### src/rtl/fetch_exec_unit.sv
// fetch_exec_unit
//   Accumulator datapath slaved to the run/halt sequencer's control-state bus.
//   A FETCH cycle latches one instruction from a combinational instruction
//   memory and advances the pc; the following EXEC cycle executes it.
//   An HLT instruction raises `halt` during its EXEC cycle so the sequencer
//   drops back to IDLE on the edge that ends EXEC.
//
// Ports
//   clk        in   system clock, state updates on posedge
//   reset      in   asynchronous, active-low reset
//   cs         in   [1:0] sequencer state (00 IDLE, 01 FETCH, 10 EXEC, 11 unused)
//   imem_addr  out  [PC_W-1:0] instruction address (the pc)
//   imem_data  in   [7:0] instruction at imem_addr, combinational read
//   halt       out  EXEC cycle of an HLT instruction
//   acc        out  [DATA_W-1:0] accumulator
//   zf, cf     out  zero and carry/borrow flags
//   out_data   out  [DATA_W-1:0] last value written by OUT
//   out_valid  out  one-cycle pulse per OUT
module fetch_exec_unit #(
    parameter int PC_W   = 5,
    parameter int DATA_W = 8
) (
    input  logic              clk,
    input  logic              reset,
    input  logic [1:0]        cs,
    output logic [PC_W-1:0]   imem_addr,
    input  logic [7:0]        imem_data,
    output logic              halt,
    output logic [DATA_W-1:0] acc,
    output logic              zf,
    output logic              cf,
    output logic [DATA_W-1:0] out_data,
    output logic              out_valid
);

    typedef enum logic [1:0] {
        CS_IDLE  = 2'b00,
        CS_FETCH = 2'b01,
        CS_EXEC  = 2'b10,
        CS_RSVD  = 2'b11
    } cs_e;

    localparam logic [2:0] OP_NOP  = 3'b000;
    localparam logic [2:0] OP_LDI  = 3'b001;
    localparam logic [2:0] OP_ADDI = 3'b010;
    localparam logic [2:0] OP_SUBI = 3'b011;
    localparam logic [2:0] OP_JMP  = 3'b100;
    localparam logic [2:0] OP_JZ   = 3'b101;
    localparam logic [2:0] OP_OUT  = 3'b110;
    localparam logic [2:0] OP_HLT  = 3'b111;

    logic [PC_W-1:0]   r_pc;
    logic [7:0]        r_ir;
    logic [DATA_W-1:0] r_acc;
    logic              r_zf;
    logic              r_cf;
    logic [DATA_W-1:0] r_out_data;
    logic              r_out_valid;

    logic [PC_W-1:0]   w_pc_nxt;
    logic [7:0]        w_ir_nxt;
    logic [DATA_W-1:0] w_acc_nxt;
    logic              w_zf_nxt;
    logic              w_cf_nxt;
    logic [DATA_W-1:0] w_out_data_nxt;
    logic              w_out_valid_nxt;

    logic [2:0]        w_op;
    logic [DATA_W-1:0] w_imm;
    logic [PC_W-1:0]   w_jmp_tgt;
    logic [DATA_W:0]   w_sum;
    logic [DATA_W-1:0] w_diff;

    assign w_op  = r_ir[7:5];
    assign w_imm = DATA_W'(r_ir[4:0]);
    // Size cast truncates or zero-extends the 5-bit immediate to the pc width.
    assign w_jmp_tgt = PC_W'(r_ir[4:0]);
    assign w_sum  = {1'b0, r_acc} + {1'b0, w_imm};
    assign w_diff = r_acc - w_imm;

    // Combinational so the sequencer sees it on the edge that ends EXEC.
    assign halt = (cs == CS_EXEC) && (w_op == OP_HLT);

    always_comb begin
        w_pc_nxt        = r_pc;
        w_ir_nxt        = r_ir;
        w_acc_nxt       = r_acc;
        w_zf_nxt        = r_zf;
        w_cf_nxt        = r_cf;
        w_out_data_nxt  = r_out_data;
        w_out_valid_nxt = 1'b0;
        case (cs)
            CS_FETCH: begin
                w_ir_nxt = imem_data;
                w_pc_nxt = r_pc + PC_W'(1);
            end
            CS_EXEC: begin
                case (w_op)
                    OP_NOP: ;
                    OP_LDI: begin
                        w_acc_nxt = w_imm;
                        w_zf_nxt  = (w_imm == '0);
                        w_cf_nxt  = 1'b0;
                    end
                    OP_ADDI: begin
                        w_acc_nxt = w_sum[DATA_W-1:0];
                        w_cf_nxt  = w_sum[DATA_W];
                        w_zf_nxt  = (w_sum[DATA_W-1:0] == '0);
                    end
                    OP_SUBI: begin
                        w_acc_nxt = w_diff;
                        w_cf_nxt  = (r_acc < w_imm);
                        w_zf_nxt  = (w_diff == '0);
                    end
                    OP_JMP: w_pc_nxt = w_jmp_tgt;
                    OP_JZ: begin
                        if (r_zf) w_pc_nxt = w_jmp_tgt;
                    end
                    OP_OUT: begin
                        w_out_data_nxt  = r_acc;
                        w_out_valid_nxt = 1'b1;
                    end
                    OP_HLT: ;
                endcase
            end
            default: ;
        endcase
    end

    always_ff @(posedge clk or negedge reset) begin
        if (!reset) begin
            r_pc        <= '0;
            r_ir        <= '0;
            r_acc       <= '0;
            r_zf        <= 1'b0;
            r_cf        <= 1'b0;
            r_out_data  <= '0;
            r_out_valid <= 1'b0;
        end else begin
            r_pc        <= w_pc_nxt;
            r_ir        <= w_ir_nxt;
            r_acc       <= w_acc_nxt;
            r_zf        <= w_zf_nxt;
            r_cf        <= w_cf_nxt;
            r_out_data  <= w_out_data_nxt;
            r_out_valid <= w_out_valid_nxt;
        end
    end

    assign imem_addr = r_pc;
    assign acc       = r_acc;
    assign zf        = r_zf;
    assign cf        = r_cf;
    assign out_data  = r_out_data;
    assign out_valid = r_out_valid;

endmodule

### config.mk
export PLATFORM = sky130hd
export DESIGN_NAME = fetch_exec_unit
export DESIGN_NICKNAME = d
export VERILOG_FILES = /design/src/rtl/fetch_exec_unit.sv
export SDC_FILE = /design/constraint.sdc
export NUM_CORES = 1
export LEC_CHECK = 0
export BUFFER_PORTS_ARGS = -buffer_cell sky130_fd_sc_hd__clkbuf_2
export CAP_MARGIN = 40
export CORE_UTILIZATION = 35
export CTS_BUF_LIST = sky130_fd_sc_hd__clkbuf_2 sky130_fd_sc_hd__clkbuf_4 sky130_fd_sc_hd__clkbuf_8
export CTS_CLUSTER_DIAMETER = 80
export DETAILED_ROUTE_END_ITERATION = 8
export HOLD_SLACK_MARGIN = 0.15
export MAX_ROUTING_LAYER = met4
export PLACE_DENSITY = 0.61
export REMOVE_ABC_BUFFERS = 1
export SLEW_MARGIN = 20
export SYNTH_ARGS = -nofsm -noshare
export SYNTH_HDL_FRONTEND = slang
export SYNTH_SLANG_ARGS = --single-unit
### constraint.sdc
create_clock -name clk -period 2.7 [get_ports clk]
set_input_delay 0.135 -clock clk [delete_from_list [all_inputs] [get_ports clk]]
set_output_delay 0.135 -clock clk [all_outputs]
set_load 0.005 [all_outputs]
==> out/results.ini <==
[die]
core_area_um2=5675
row_count=27
ioPinCount=37
die_height_um=79.66
die-area_um2=6346
initial_core_util_pct=37.19
die_width_um=79.66

[cts]
clk_latency_ns=0.28
cts-root-buf=clkbuf_8
post_cts_resized=0
path_clk_slew_ns=0.07
cts_buffers=5
clock_sinks=32
h-tree-depth=2
cts_tree=built
post_cts_buffers=0
clk_path_buf_depth=2

[pwr]
power_frac_seq_pct=35.1
p_sw_share_pct=42.09
p_clk_share_pct=16.9
p_sw_mw=0.9921
p_int_mw=1.365
leakagePower_nw=1.156
finalPower_mw=2.357
ir_worst_vdd_v=0.0004711
p_comb_share_pct=48.1
powerDensity_nw_per_um2=931.3

[timing]
fmax_mhz=423.0
rsz0062_at_grt=false
drv_slew=0
max_slew_margin_pct=66.58
setup_viol=0
tightest_slew_ns=0.5014
finalCritPeriodShare_pct=87.56
hold_viol=0
layout_setup_ws_ns=0.3360
skew_ns=0.003498
finalCriticalPeriod_ns=2.364
setup_tns_ns=0

[finish]
nFillCells=567
drive_gt1_share_pct=20.71
multi_input_area_um2=1205
area_growth_pct=19.92
antennaDiodeCount=0
final_util_pct=44.60
final_common_cell=clkbuf_2
regArea_um2=800.8
final_nets=308
final_cell_mix=clkbuf_2 (36), dfrtp_1 (32), nand2_1 (30)

[worst_setup_path]
crit_path_end_kind=register
worst-setup-path-type=register to register
slowest_stage=fa_1
crit_required_ns=2.87
crit_path_max_fanout=4
critPathLaunchType=register
slowest_delay_ns=0.43
worstPathArrival_ns=2.54
crit_chain=inv_1 -> ha_1 -> inv_1 -> fa_1 -> a211oi_2 -> nor2_1 -> xor2_1 -> mux2_2 -> a221oi_2 -> nor2_1

[yosys]
synthFlopType=dfrtp_1
synthCells=238
avgSynthCellArea_um2=8.869
ys_seq_elements=32
netlist_area_um2=2111
ys_warn_count=0
seq_area_frac_synth_pct=37.94
synth-edff-count=0
ys_async_sr_fraction_pct=100.0
ys_types=50

[detailed_routing]
ant_nets=0
wl_um=5230
dr.pass1.iters=4
drc=0
via_count=1860
drtIter0Drc=98
routed_via_density=5.284
wl_per_cell_um=14.86
wl_met2_um=2496
m1WireLength_um=2458
route.top_layer_used=met4
met3_length_um=219

[grt]
grt_max_degree=27
gr-total-overflow=0
grt_pass1_wl_um=8990
antenna_found_initial=0
first_global_vias=1800
grt.total_usage_pct=19.19

[placed_design]
portBuffers=36
dpl.hpwl_um=4012
place_congestion=0.9045
pre_cts_ws_ns=0.3545

[hold_path]
hold_path_class=primary input to async pin

[status]
status=complete, no violations

[job]
max_cap_violations=0

-- area by class of cell --
| cell class | instances | share of cell area [%] |
|---|---|---|
| inverter | 13 | 1.928 |
| timing repair buffer | 46 | 11.47 |
| multi-input combinational | 182 | 47.60 |
| sequential | 32 | 31.64 |
| tap | 72 | 3.559 |
| clock buffer | 7 | 3.806 |
-- cell families after synthesis --
| kind of cell | count (synthesis) | share of synthesized area, % |
|---|---|---|
| compound gates | 68 | 21.16 |
| xor+xnor | 10 | 4.149 |
| fa+ha+maj | 16 | 10.20 |
| buf+inv | 24 | 4.979 |
| flops | 32 | 37.94 |
| mux | 8 | 4.090 |
| simple gates | 80 | 17.49 |
-- layer usage --
metal  global-route usage [%]  up-vias
met2                    30.85       54
met3                    3.886        7
met1                    24.39      877
met5                        -        -
met4                    5.455        0
li1                         -      922
-- state kept, by name (all words and copies together), names as in the netlist --
| signal | flops |
|---|---|
| acc | 8 |
| cf | 1 |
| imem_addr | 5 |
| out_data | 8 |
| out_valid | 1 |
| r_ir | 8 |
| zf | 1 |
-- path summary, 6_finish.rpt --
path                                  start           end  slack (ns)  depth (start not counted)
min in group clk                      cs[1]  imem_addr[0]        0.26                          3
worst max-delay path                 acc[0]        acc[4]        0.34                         10
worst min-delay path                  reset        acc[7]        0.25                          2
worst min register to register  out_data[3]   out_data[3]        0.47                          2
worst max register to register       acc[0]        acc[4]        0.34                         10
max in group asynchronous             reset       r_ir[2]        2.03                          3
-- synthesized netlist by cell type, drive strengths merged, types with 2 or more instances --
library cell	count	area, um2
nand2b	5	31.28
nand2	30	112.6
o31ai	3	27.52
xnor2	6	52.55
a21o	2	15.01
clkbuf	4	15.01
ha	14	175.2
a21oi	13	68.82
a221oi	2	30.03
a22oi	2	15.01
o21ai	24	120.1
nand3	4	20.02
dfrtp	32	800.8
nor4	3	18.77
nand4	3	18.77
fa	2	40.04
a211oi	5	42.54
mux2i	3	30.03
nor2	24	100.1
o21a	2	15.01
inv	13	48.80
a31oi	4	25.02
nor3	4	20.02
o22ai	2	12.51
mux2	5	56.30
buf	7	41.29
xor2	4	35.03
nor2b	3	18.77
-- critical path, delay by kind of cell, from the launching register on --
family | cells | cell delay (ns)
buf+inv | 2 | 0.16
xor+xnor | 1 | 0.16
mux | 1 | 0.29
flops | 1 | 0.40
simple gates | 2 | 0.15
fa+ha+maj | 2 | 0.58
compound gates | 2 | 0.51
-- repair_timing --
action / CTS / global route
endpoints found under the setup margin: 0 / 0
endpoints found under the hold margin: 40 / 0
hold buffers: 9 / 0
-- metrics by stage --
step	cell area [um2]	hold slack (ns)	cells
after floorplan	2054	-0.1606	227
after global placement	2325	0.2759	335
after detailed placement	2345	0.005881	336
after CTS	2531	0.2492	352
after global routing	2531	0.2666	352
final	2531	0.2526	352
-- power groups by stage --
stage / Sequential (mW) / Clock (mW) / Combinational [mW]
2_1_floorplan: 0.796 / 0 / 0.788
3_3_place_gp: 0.828 / 0 / 1.11
3_5_place_dp: 0.836 / 0 / 1.12
4_1_cts: 0.829 / 0.410 / 1.14
5_1_grt: 0.856 / 0.428 / 1.28
6_report: 0.827 / 0.398 / 1.13
(Power assumes the default switching activity.)
